File: src/rtl/uart_cmd_parser_pkg.sv
// Shared types and constants for the UART command parser and the ALU
// it feeds: state encoding, opcodes, control-byte layout, frame legality.
package uart_cmd_parser_pkg;

  typedef enum logic [2:0] {
    S_IDLE   = 3'd0,
    S_GOT_A  = 3'd1,
    S_GOT_B  = 3'd2,
    S_GOT_OP = 3'd3,
    S_ISSUE  = 3'd4
  } state_t;

  localparam logic [7:0] OP_ADD  = 8'h00;
  localparam logic [7:0] OP_SUB  = 8'h01;
  localparam logic [7:0] OP_AND  = 8'h02;
  localparam logic [7:0] OP_OR   = 8'h03;
  localparam logic [7:0] OP_XOR  = 8'h04;
  localparam logic [7:0] OP_SHL  = 8'h05;
  localparam logic [7:0] OP_SHR  = 8'h06;
  localparam logic [7:0] OP_MAX  = 8'h07;

  localparam int CTRL_ECHO_BIT = 0;
  localparam int BYTE_BITS     = 10;

  // Only bit0 of the control byte carries meaning; anything else marks a corrupt frame.
  function automatic logic frame_legal(input logic [7:0] op,
                                       input logic [7:0] ctrl,
                                       input logic [7:0] op_max);
    return (op <= op_max) && (ctrl[7:1] == 7'd0);
  endfunction

endpackage

File: src/rtl/uart_cmd_parser_if.sv
// Command handshake between the frame parser (master) and the ALU (slave).
interface uart_cmd_parser_if;
  logic [7:0] cmd_a;
  logic [7:0] cmd_b;
  logic [7:0] cmd_op;
  logic       cmd_echo;
  logic       cmd_valid;
  logic       cmd_ready;

  modport master (output cmd_a, cmd_b, cmd_op, cmd_echo, cmd_valid, input cmd_ready);
  modport slave  (input cmd_a, cmd_b, cmd_op, cmd_echo, cmd_valid, output cmd_ready);
endinterface

File: src/rtl/uart_frame_timer.sv
// Inter-byte idle timer; done is asserted in the last cycle before the
// gap reaches LIMIT cycles so the caller acts exactly LIMIT edges after clear.
module uart_frame_timer #(
  parameter int LIMIT = 208320
) (
  input  logic clk,
  input  logic rst_n,
  input  logic clear,
  input  logic enable,
  output logic done
);
  localparam int W = $clog2(LIMIT + 1);
  localparam logic [W-1:0] LAST = W'(LIMIT - 1);

  logic [W-1:0] count;

  always_ff @(posedge clk or negedge rst_n) begin
    if (!rst_n)
      count <= '0;
    else if (clear)
      count <= '0;
    else if (enable && count != LAST)
      count <= count + 1'b1;
  end

  assign done = enable && (count == LAST);
endmodule

File: src/rtl/uart_cmd_parser.sv
// Collects A/B/opcode/control frames from the UART receiver and hands
// legal commands to the ALU over a valid/ready handshake.
module uart_cmd_parser
  import uart_cmd_parser_pkg::*;
#(
  parameter int         BIT_CYCLES    = 5208,
  parameter int         TIMEOUT_BYTES = 4,
  parameter logic [7:0] OP_LIMIT      = OP_MAX
) (
  input  logic                      clk,
  input  logic                      rst_n,
  input  logic [7:0]                rx_data,
  input  logic                      rx_valid,
  input  logic                      rx_err,
  uart_cmd_parser_if.master         cmd,
  output logic                      busy,
  output logic                      frame_err,
  output logic [7:0]                err_cnt
);
  localparam int LIMIT = BIT_CYCLES * BYTE_BITS * TIMEOUT_BYTES;

  state_t     state, state_next;
  logic [7:0] a_q, b_q, op_q, skid_q;
  logic       skid_full;
  logic [7:0] cmd_a_q, cmd_b_q, cmd_op_q;
  logic       cmd_echo_q, cmd_valid_q;

  logic byte_ok, in_frame, timeout, legal;
  logic load_a, load_a_skid, load_b, load_op, issue, transfer;
  logic skid_store, skid_clear, err_next;

  assign byte_ok  = rx_valid && !rx_err;
  assign in_frame = (state == S_GOT_A) || (state == S_GOT_B) || (state == S_GOT_OP);
  assign legal    = frame_legal(op_q, rx_data, OP_LIMIT);

  uart_frame_timer #(.LIMIT(LIMIT)) u_timer (
    .clk    (clk),
    .rst_n  (rst_n),
    .clear  (!in_frame || byte_ok),
    .enable (in_frame),
    .done   (timeout)
  );

  always_ff @(posedge clk or negedge rst_n) begin
    if (!rst_n) state <= S_IDLE;
    else        state <= state_next;
  end

  always_comb begin
    state_next = state;
    case (state)
      S_IDLE:   if (byte_ok) state_next = S_GOT_A;
      S_GOT_A:  if (rx_err) state_next = S_IDLE;
                else if (rx_valid) state_next = S_GOT_B;
                else if (timeout) state_next = S_IDLE;
      S_GOT_B:  if (rx_err) state_next = S_IDLE;
                else if (rx_valid) state_next = S_GOT_OP;
                else if (timeout) state_next = S_IDLE;
      S_GOT_OP: if (rx_err) state_next = S_IDLE;
                else if (rx_valid) state_next = legal ? S_ISSUE : S_IDLE;
                else if (timeout) state_next = S_IDLE;
      S_ISSUE:  if (cmd_ready_w()) state_next = (skid_full || byte_ok) ? S_GOT_A : S_IDLE;
      default:  state_next = S_IDLE;
    endcase
  end

  function automatic logic cmd_ready_w();
    return cmd.cmd_ready;
  endfunction

  // A byte that lands on the transfer cycle with an empty skid becomes the next operand A.
  always_comb begin
    load_a      = 1'b0;
    load_a_skid = 1'b0;
    load_b      = 1'b0;
    load_op     = 1'b0;
    issue       = 1'b0;
    transfer    = 1'b0;
    skid_store  = 1'b0;
    skid_clear  = 1'b0;
    err_next    = 1'b0;
    case (state)
      S_IDLE: begin
        err_next = rx_err;
        load_a   = byte_ok;
      end
      S_GOT_A: begin
        err_next = rx_err || (!rx_valid && timeout);
        load_b   = byte_ok;
      end
      S_GOT_B: begin
        err_next = rx_err || (!rx_valid && timeout);
        load_op  = byte_ok;
      end
      S_GOT_OP: begin
        err_next = rx_err || (!rx_valid && timeout) || (byte_ok && !legal);
        issue    = byte_ok && legal;
      end
      S_ISSUE: begin
        err_next = rx_err || (byte_ok && skid_full);
        transfer = cmd.cmd_ready;
        if (cmd.cmd_ready) begin
          if (skid_full) begin
            load_a_skid = 1'b1;
            skid_clear  = 1'b1;
          end else begin
            load_a = byte_ok;
          end
        end else begin
          skid_store = byte_ok && !skid_full;
        end
      end
      default: ;
    endcase
  end

  always_ff @(posedge clk or negedge rst_n) begin
    if (!rst_n) begin
      a_q         <= '0;
      b_q         <= '0;
      op_q        <= '0;
      skid_q      <= '0;
      skid_full   <= 1'b0;
      cmd_a_q     <= '0;
      cmd_b_q     <= '0;
      cmd_op_q    <= '0;
      cmd_echo_q  <= 1'b0;
      cmd_valid_q <= 1'b0;
      frame_err   <= 1'b0;
      err_cnt     <= '0;
    end else begin
      if (load_a)           a_q <= rx_data;
      else if (load_a_skid) a_q <= skid_q;
      if (load_b)  b_q  <= rx_data;
      if (load_op) op_q <= rx_data;
      if (skid_store) begin
        skid_q    <= rx_data;
        skid_full <= 1'b1;
      end else if (skid_clear) begin
        skid_full <= 1'b0;
      end
      if (issue) begin
        cmd_a_q     <= a_q;
        cmd_b_q     <= b_q;
        cmd_op_q    <= op_q;
        cmd_echo_q  <= rx_data[CTRL_ECHO_BIT];
        cmd_valid_q <= 1'b1;
      end else if (transfer) begin
        cmd_valid_q <= 1'b0;
      end
      frame_err <= err_next;
      if (err_next && err_cnt != 8'hFF) err_cnt <= err_cnt + 8'd1;
    end
  end

  assign cmd.cmd_a     = cmd_a_q;
  assign cmd.cmd_b     = cmd_b_q;
  assign cmd.cmd_op    = cmd_op_q;
  assign cmd.cmd_echo  = cmd_echo_q;
  assign cmd.cmd_valid = cmd_valid_q;
  assign busy          = (state != S_IDLE);
endmodule
File: src/flat_wrapper.sv
// flat-port wrapper written by rule: the top's interface ports become plain ports
module uart_cmd_parser_flat import uart_cmd_parser_pkg::*;
#(
  parameter int         BIT_CYCLES    = 5208,
  parameter int         TIMEOUT_BYTES = 4,
  parameter logic [7:0] OP_LIMIT      = OP_MAX
)
  (clk, rst_n, rx_data, rx_valid, rx_err, busy, frame_err, err_cnt, cmd_cmd_a, cmd_cmd_b, cmd_cmd_op, cmd_cmd_echo, cmd_cmd_valid, cmd_cmd_ready);
  uart_cmd_parser_if cmd_i ();
  input  logic clk;
  input  logic rst_n;
  input  logic [7:0] rx_data;
  input  logic rx_valid;
  input  logic rx_err;
  output logic busy;
  output logic frame_err;
  output logic [7:0] err_cnt;
  output wire logic [$bits(cmd_i.cmd_a)-1:0] cmd_cmd_a;
  output wire logic [$bits(cmd_i.cmd_b)-1:0] cmd_cmd_b;
  output wire logic [$bits(cmd_i.cmd_op)-1:0] cmd_cmd_op;
  output wire logic [$bits(cmd_i.cmd_echo)-1:0] cmd_cmd_echo;
  output wire logic [$bits(cmd_i.cmd_valid)-1:0] cmd_cmd_valid;
  input wire logic [$bits(cmd_i.cmd_ready)-1:0] cmd_cmd_ready;
  assign cmd_cmd_a = cmd_i.cmd_a;
  assign cmd_cmd_b = cmd_i.cmd_b;
  assign cmd_cmd_op = cmd_i.cmd_op;
  assign cmd_cmd_echo = cmd_i.cmd_echo;
  assign cmd_cmd_valid = cmd_i.cmd_valid;
  assign cmd_i.cmd_ready = cmd_cmd_ready;
  uart_cmd_parser #(.BIT_CYCLES(BIT_CYCLES), .TIMEOUT_BYTES(TIMEOUT_BYTES), .OP_LIMIT(OP_LIMIT)) u_core (.clk(clk), .rst_n(rst_n), .rx_data(rx_data), .rx_valid(rx_valid), .rx_err(rx_err), .cmd(cmd_i), .busy(busy), .frame_err(frame_err), .err_cnt(err_cnt));
endmodule
File: config.mk
export PLATFORM = sky130hd
export DESIGN_NAME = uart_cmd_parser_flat
export DESIGN_NICKNAME = d
export VERILOG_FILES = /design/src/rtl/uart_cmd_parser_pkg.sv /design/src/rtl/uart_cmd_parser_if.sv /design/src/rtl/uart_frame_timer.sv /design/src/rtl/uart_cmd_parser.sv /design/src/flat_wrapper.sv
export SDC_FILE = /design/constraint.sdc
export NUM_CORES = 1
export LEC_CHECK = 0
export CAP_MARGIN = 40
export CORE_MARGIN = 4
export CORE_UTILIZATION = 50
export DETAILED_ROUTE_END_ITERATION = 6
export GPL_ROUTABILITY_DRIVEN = 0
export PLACE_DENSITY_LB_ADDON = 0.12
export SKIP_LAST_GASP = 1
export SLEW_MARGIN = 5
export SYNTH_ARGS = -nofsm -noshare
export SYNTH_HDL_FRONTEND = slang
export SYNTH_SLANG_ARGS = --single-unit
File: constraint.sdc
create_clock -name clk -period 1.9 [get_ports clk]
set_input_delay 0.285 -clock clk [delete_from_list [all_inputs] [get_ports clk]]
set_output_delay 0.285 -clock clk [all_outputs]
set_load 0.05 [all_outputs]
==> results.md, run 1 <==
| Step | Metric | Value |
| --- | --- | --- |
| status | Run status | complete, no violations |
| timing | Final count of hold timing violations | 0 |
| placement | Placed Cells | 506 |
| setup path | Longest individual stage delay on the worst path | 490 ps |
| clocking | Clock-pin slew of the registers on the worst-case setup and hold paths | 90 ps |
| floorplanning | Num ports | 49 |
| global route | Number of antenna violations at the first check in global routing | 0 |
| global route | Number of global-route vias before repair | 2892 |
| setup path | Crit path buf inv count | 0 |
| clocking | H-tree lvl count | 3 |
| yosys | Yosys warning count | 0 |
| setup path | Crit-path cells | and4bb_2 > nand3_4 > or3_4 > a21oi_2 > mux2_4 |
| placement | Cell area reported after detailed placement | 0.004847 mm^2 |
| clocking | Root buf cell | clkbuf_8 |
| timing | Post-route clock period utilization | 99.89% |
| finish | Number of filler cells placed in the layout | 551 |
| floorplanning | Initial standard-cell utilization of the core | 52.39% |
| clocking | CTS tree | done |
| timing | Post-route worst hold slack | 419.4 ps |
| setup path | Crit path kind | flop to flop |
| timing | Setup repair after global routing missed its margin | true |
| placement | Number of I/O port buffers | 48 |
| setup path | Largest fanout on the critical path | 8 |
| timing | Clock period minus worst slack | 1898 ps |
| yosys | Share of synthesized cell area in and, or, nand and nor gates | 14.84% |
| power | Peak supply drop | 0.5162 mV |
| route | Avg WL per Cell | 15.74 um |
| timing | Fmax | 526.9 MHz |
| timing | Number of pins with negative max-slew slack in the final report | 0 |
| yosys | Area of the mapped netlist | 0.003861 mm^2 |
| yosys | Synthesized-area fraction occupied by ao, oa, aoi and oai cells | 6.870% |
| yosys | Top cell type by total area after synthesis | dfrtp_1 |
| finish | Most common cell after layout, fill and taps aside | dfrtp_1 |
| clocking | TritonCTS buffer count | 9 |
| yosys | Syn_area_per_cell | 12.30 um^2 |
| yosys | XOR/XNOR share of the synthesized area | 4.083% |
| power | Leakage | 0.002467 uW |
| timing | Transition at the pin with the smallest max-transition slack | 570.4 ps |
| yosys | Proportion of synthesized flip-flops having asynchronous set or reset | 100.0% |
| yosys | Share of cell area taken by muxes after synthesis | 14.23% |
| finish | Commonest cells after routing, fill and taps aside | dfrtp_1, buf_4, mux2_2 |
| yosys | Number of enable flip-flop cells after synthesis | 0 |
| global route | Remaining Overflow, GRT | 0 |
| yosys | Syn nets | 329 |
| setup path | Category of the worst setup path launch point | flop |
| yosys | Synth unique cells | 44 |
| setup path | Cell class contributing the biggest share of worst-path delay | simple AND/OR/NAND/NOR gates |
| yosys | Largest family of logic cells by synthesized area | simple AND/OR/NAND/NOR gates |
| power | Tot Pwr | 4726 uW |
| setup path | Endpoint arrival time on the critical path | 2140 ps |
| finish | Number of diodes | 0 |
| route | Pre-antenna DRT Iters | 4 |
| finish | Total Nets Final | 436 |
| yosys | Register area share after synthesis | 57.68% |
| route | Vias after detailed routing | 2779 |
| clocking | Num Clock Sinks | 89 |
| power | Power Dens Cells | 913.3 mW/mm^2 |
| finish | Post-route insts no fill | 525 |
| finish | Area Overhead vs Synth | 34.02% |
| setup path | Required time at the worst-slack endpoint | 2140 ps |
| min path | Path type of the worst min-delay path | primary input to async pin |
| yosys | Fraction of post-synthesis cell area in the top cell type by area | 57.68% |
| global route | Total track usage | 19.94% |
| setup path | Cell with the biggest individual delay on the critical path | or3_4 |
| job | Number of max-cap violations | 0 |
| timing | Fin Setup TNS | 0 ps |
| timing | Fin Clk Skew | 9.844 ps |
| floorplanning | Core area | 0.007370 mm^2 |
| yosys | Number of synthesized register bits | 89 |
| finish | Final std cell area, no fill | 0.005175 mm^2 |
| global route | First-pass GRT wire length | 14070 um |
| route | Drt first-iter violations | 102 |
| route | Post-detailed-routing wire length | 8264 um |
| yosys | Number of standard cells after synthesis | 314 |
| global route | Maximum number of pins on one net before global-route repair | 34 |
| floorplanning | Placement Rows | 31 |
| yosys | Most instantiated flip-flop cell in the synthesis netlist | dfrtp_1 |
| floorplanning | Vertical extent of the die | 95.88 um |
| clocking | Deepest clock path buffer count | 2 |
| route | Number of antenna-violating nets in the routed design | 0 |
| timing | Max-Slew Margin vs Limit | 61.83% |
| route | Vias per Instance | 5.293 |
| yosys | Synth Area in Adders | 0.6481% |
| clocking | Worst-skew pair later-pin latency | 350 ps |
| yosys | Synth top area cells | dfrtp_1, mux2_2, xor2_1 |
| route | Number of remaining DRC errors | 0 |
| finish | Fraction of final layout cells sized beyond drive strength 1 | 34.51% |
| floorplanning | Overall die width | 95.88 um |
| timing | Count of endpoints failing setup in the final report | 0 |
| floorplanning | Die ar. | 0.009192 mm^2 |
| setup path | Critical Path Sink Type | flop |
| placement | DPL Wire Length | 5934 um |
[layout make-up]
cell class                 count  area, um^2  area share (%)
timing repair buffer         107       940.9           18.18
sequential                    89        2227           43.04
multi-input combinational    212        1683           32.52
clock inverter                 7       68.82           1.330
tap                           99       123.9           2.394
inverter                       2       7.507          0.1451
clock buffer                   9       123.9           2.394
[per-stage QoR]
step | worst slack [ps] | utilization [%]
2_1_floorplan | -42.27 | -
4_1_cts | -17.35 | 68.56
6_report | 2.179 | 70.22
5_1_grt | -55.82 | 70.22
3_5_place_dp | -426.1 | 65.77
3_3_place_gp | -386.5 | 65.77
[flip-flops by register name, summed over array words and instances, names as in the netlist]
| register | count |
|---|---|
| u_core.a_q | 8 |
| u_core.b_q | 8 |
| u_core.cmd.cmd_a | 8 |
| u_core.cmd.cmd_b | 8 |
| u_core.cmd.cmd_echo | 1 |
| u_core.cmd.cmd_op | 8 |
| u_core.cmd.cmd_valid | 1 |
| u_core.err_cnt | 8 |
| u_core.frame_err | 1 |
| u_core.op_q | 8 |
| u_core.skid_full | 1 |
| u_core.skid_q | 8 |
| u_core.state | 3 |
| u_core.u_timer.count | 18 |
[metal layers]
layer  vias up  routed length, um  global-route usage [%]  part of all wire [%]
li1       1337                  -                       -                     -
met1      1381               3787                   26.34                    46
met2        49               4043                   32.89                    49
met3        12                302                   4.691                   3.7
met4         0                131                   5.806                   1.6
met5         -                  0                       0                     0
[power breakdown]
part | internal, uW | switching [uW]
clock network | 606 | 696
registers | 2150 | 198
logic | 448 | 632
[Yosys cell counts (all sizes together) (3+ instances only)]
master / number
nand2b: 5
and3: 7
or3: 5
a211oi: 4
a22oi: 8
buf: 6
nor2b: 7
xor2: 18
nand4: 5
nor2: 24
mux2: 47
nand2: 27
a31oi: 3
dfrtp: 89
a21oi: 9
nor3: 5
clkbuf: 5
nor4: 3
nand3: 13
[worst paths after layout]
kind | start | endpoint | slack (ps) | cells past startpoint
max | u_core.u_timer.count[15] | u_core.err_cnt[6] | 2 | 5
max reg2reg | u_core.u_timer.count[15] | u_core.err_cnt[6] | 2 | 5
min reg2reg | u_core.a_q[0] | u_core.a_q[0] | 480 | 2
min in group clk | u_core.a_q[0] | u_core.a_q[0] | 480 | 2
min | rst_n | u_core.frame_err | 420 | 2
max in group asynchronous | rst_n | u_core.u_timer.count[2] | 780 | 3
[repair_timing]
item	in CTS	in global routing
hold buffers	1	0
resized for setup	7	23
hold endpoints to repair	31	0
setup endpoints to repair	13	32
pin swaps	0	11
gates cloned	0	0
buffers inserted	0	3
[cell families after synthesis]
kind of cell             after synthesis
buffers and inverters                 13
flip-flops                            89
adder cells (fa/ha/maj)                2
XOR/XNOR                              18
multiplexers                          49
AND/OR/NAND/NOR                      108
AO/OA/AOI/OAI                         35
[worst register-to-register path, stage by stage, from the launching register on]
cell and delay [ps]:
dfrtp_1 390, and4bb_2 350, nand3_4 80, or3_4 490
a21oi_2 180, mux2_4 300
(Power assumes the default switching activity.)
==> run 2, diff against run 1 <==
- SKIP_LAST_GASP: 1 -> unset
==> results.md, run 2 (same netlist as run 1, synthesis figures left out) <==
| Step | Metric | Value | Change |
| --- | --- | --- | --- |
| status | Run status | complete, no violations |  |
| route | Avg WL per Cell | 15.58 um | -1.0% |
| floorplanning | Vertical extent of the die | 95.88 um | unchanged |
| timing | Max-Slew Margin vs Limit | 61.88% | about the same |
| power | Power Dens Cells | 912.3 mW/mm^2 | -0.11% |
| global route | Number of antenna violations at the first check in global routing | 0 | unchanged |
| placement | Placed Cells | 506 | unchanged |
| power | Peak supply drop | 0.5158 mV | about the same |
| timing | Post-route clock period utilization | 99.79% | about the same |
| clocking | Deepest clock path buffer count | 2 | unchanged |
| clocking | Root buf cell | clkbuf_8 |  |
| finish | Number of flip-flops in the largest register | 18 | unchanged |
| timing | Fin Clk Skew | 10.15 ps | +0.3016 ps |
| timing | Number of pins with negative max-slew slack in the final report | 0 | unchanged |
| timing | Transition at the pin with the smallest max-transition slack | 569.6 ps | -0.7694 ps |
| route | Drt first-iter violations | 91 | -11% |
| floorplanning | Core area | 0.007370 mm^2 | unchanged |
| power | Leakage | 0.002472 uW | +0.19% |
| timing | Fmax | 527.4 MHz | about the same |
| timing | Post-route worst hold slack | 424.1 ps | +4.694 ps |
| job | Number of max-cap violations | 0 | unchanged |
| setup path | Crit path kind | flop to flop |  |
| setup path | Critical Path Sink Type | flop |  |
| finish | Post-route insts no fill | 526 | +0.19% |
| floorplanning | Die ar. | 0.009192 mm^2 | unchanged |
| clocking | Num Clock Sinks | 89 | unchanged |
| finish | Area Overhead vs Synth | 34.02% | unchanged |
| finish | Number of diodes | 0 | unchanged |
| route | Pre-antenna DRT Iters | 4 | unchanged |
| clocking | Clock-pin slew of the registers on the worst-case setup and hold paths | 90 ps | about the same |
| timing | Post-route setup slack | 3.948 ps | +1.769 ps |
| setup path | Required time at the worst-slack endpoint | 2140 ps | about the same |
| placement | DPL Wire Length | 5934 um | unchanged |
| route | Post-detailed-routing wire length | 8195 um | -0.83% |
| placement | Post-Place Setup Slack | -426.1 ps | unchanged |
| setup path | Largest fanout on the critical path | 8 | unchanged |
| min path | Path type of the worst min-delay path | primary input to async pin |  |
| floorplanning | Initial standard-cell utilization of the core | 52.39% | unchanged |
| finish | Most flop-heavy register | u_core.u_timer.count |  |
| placement | Number of I/O port buffers | 48 | unchanged |
| floorplanning | Overall die width | 95.88 um | unchanged |
| global route | Maximum number of pins on one net before global-route repair | 34 | unchanged |
| floorplanning | Placement Rows | 31 | unchanged |
| clocking | CTS tree | done |  |
| global route | Remaining Overflow, GRT | 0 | unchanged |
| timing | Setup repair after global routing missed its margin | true |  |
| clocking | TritonCTS buffer count | 9 | unchanged |
| timing | Count of endpoints failing setup in the final report | 0 | unchanged |
| floorplanning | Num ports | 49 | unchanged |
| timing | Clock period minus worst slack | 1896 ps | -1.769 ps |
| global route | Number of global-route vias before repair | 2907 | +0.52% |
| global route | First-pass GRT wire length | 14110 um | +0.29% |
| route | Vias after detailed routing | 2792 | +0.47% |
| timing | Final count of hold timing violations | 0 | unchanged |
| setup path | Endpoint arrival time on the critical path | 2140 ps | about the same |
| clocking | Worst-skew pair later-pin latency | 350 ps | about the same |
| power | Tot Pwr | 4721 uW | -0.11% |
| route | Number of remaining DRC errors | 0 | unchanged |
| finish | Fraction of final layout cells sized beyond drive strength 1 | 34.66% | +0.15 points |
| route | Number of antenna-violating nets in the routed design | 0 | unchanged |
| setup path | Category of the worst setup path launch point | flop |  |
| timing | Fin Setup TNS | 0 ps | unchanged |
| finish | Most common cell after layout, fill and taps aside | dfrtp_1 |  |
| clocking | H-tree lvl count | 3 | unchanged |
| finish | Total Nets Final | 437 | +0.23% |
| finish | Commonest cells after routing, fill and taps aside | dfrtp_1, buf_4, mux2_2 |  |
| route | Vias per Instance | 5.308 | +0.28% |
| global route | Total track usage | 19.99% | +0.050 points |
==> run 2: changes by cell type in the layout (fill, tap and decap cells not counted), sizes merged <==
| cell | previous run | this run |
|---|---|---|
| buf | 60 | 61 |
==> run 2: timing repair <==
item / in CTS / in global routing
hold buffers: 1 / 0
setup buffers: 0 / 4
gates resized for setup: 9 / 20
pin swaps: 0 / 12
hold endpoints to repair: 31 / 0
setup endpoints to repair: 13 / 32
==> run 2: per-layer routing <==
metal  share of wire, %  track usage [%]  vias to the layer above
li1                   -                -                     1340
met1                 46            26.39                     1397
met2                 49            33.01                       45
met3                3.5            4.691                       10
met4                1.5            5.806                        0
met5                  0                0                        -
==> run 2: through the flow <==
stage          util (%)  area, um^2
5_1_grt           70.22        5175
3_5_place_dp      65.77        4847
3_3_place_gp      65.77        4847
2_1_floorplan         -        3871
4_1_cts           68.66        5060
6_report          70.22        5175
==> run 2: area by class of cell <==
type | instances | area (um^2)
fill | 548 | 2195
multi-input combinational | 212 | 1675
timing repair buffer | 108 | 948.4
sequential | 89 | 2227
inverter | 2 | 7.507
clock inverter | 7 | 68.82
tap | 99 | 123.9
clock buffer | 9 | 123.9
==> run 2: path summary, 6_finish.rpt <==
path	from	endpoint	slack, ps	depth (start not counted)
hold / removal	rst_n	u_core.frame_err	420	2
setup / recovery	u_core.u_timer.count[14]	u_core.err_cnt[7]	4	5
min in group clk	u_core.a_q[0]	u_core.a_q[0]	480	2
setup reg to reg	u_core.u_timer.count[14]	u_core.err_cnt[7]	4	5
max in group asynchronous	rst_n	u_core.u_timer.count[2]	780	3
hold reg to reg	u_core.a_q[0]	u_core.a_q[0]	480	2
==> run 2: critical path, cell delays in order (launching register included) <==
cell and delay [ps]:
dfrtp_1 390, and4bb_2 350, nand3_4 80, or3_4 480, a21oi_2 180, mux2_4 310
==> run 2: report_power, final <==
group          internal (uW)  switching, uW
registers               2150            196
logic                    447            632
clock network            606            693
==> run 3, diff against run 2 <==
- SLEW_MARGIN: 5 -> unset
==> results of run 3 <==
Final layout, timing and power as in run 2 (identical DEF).
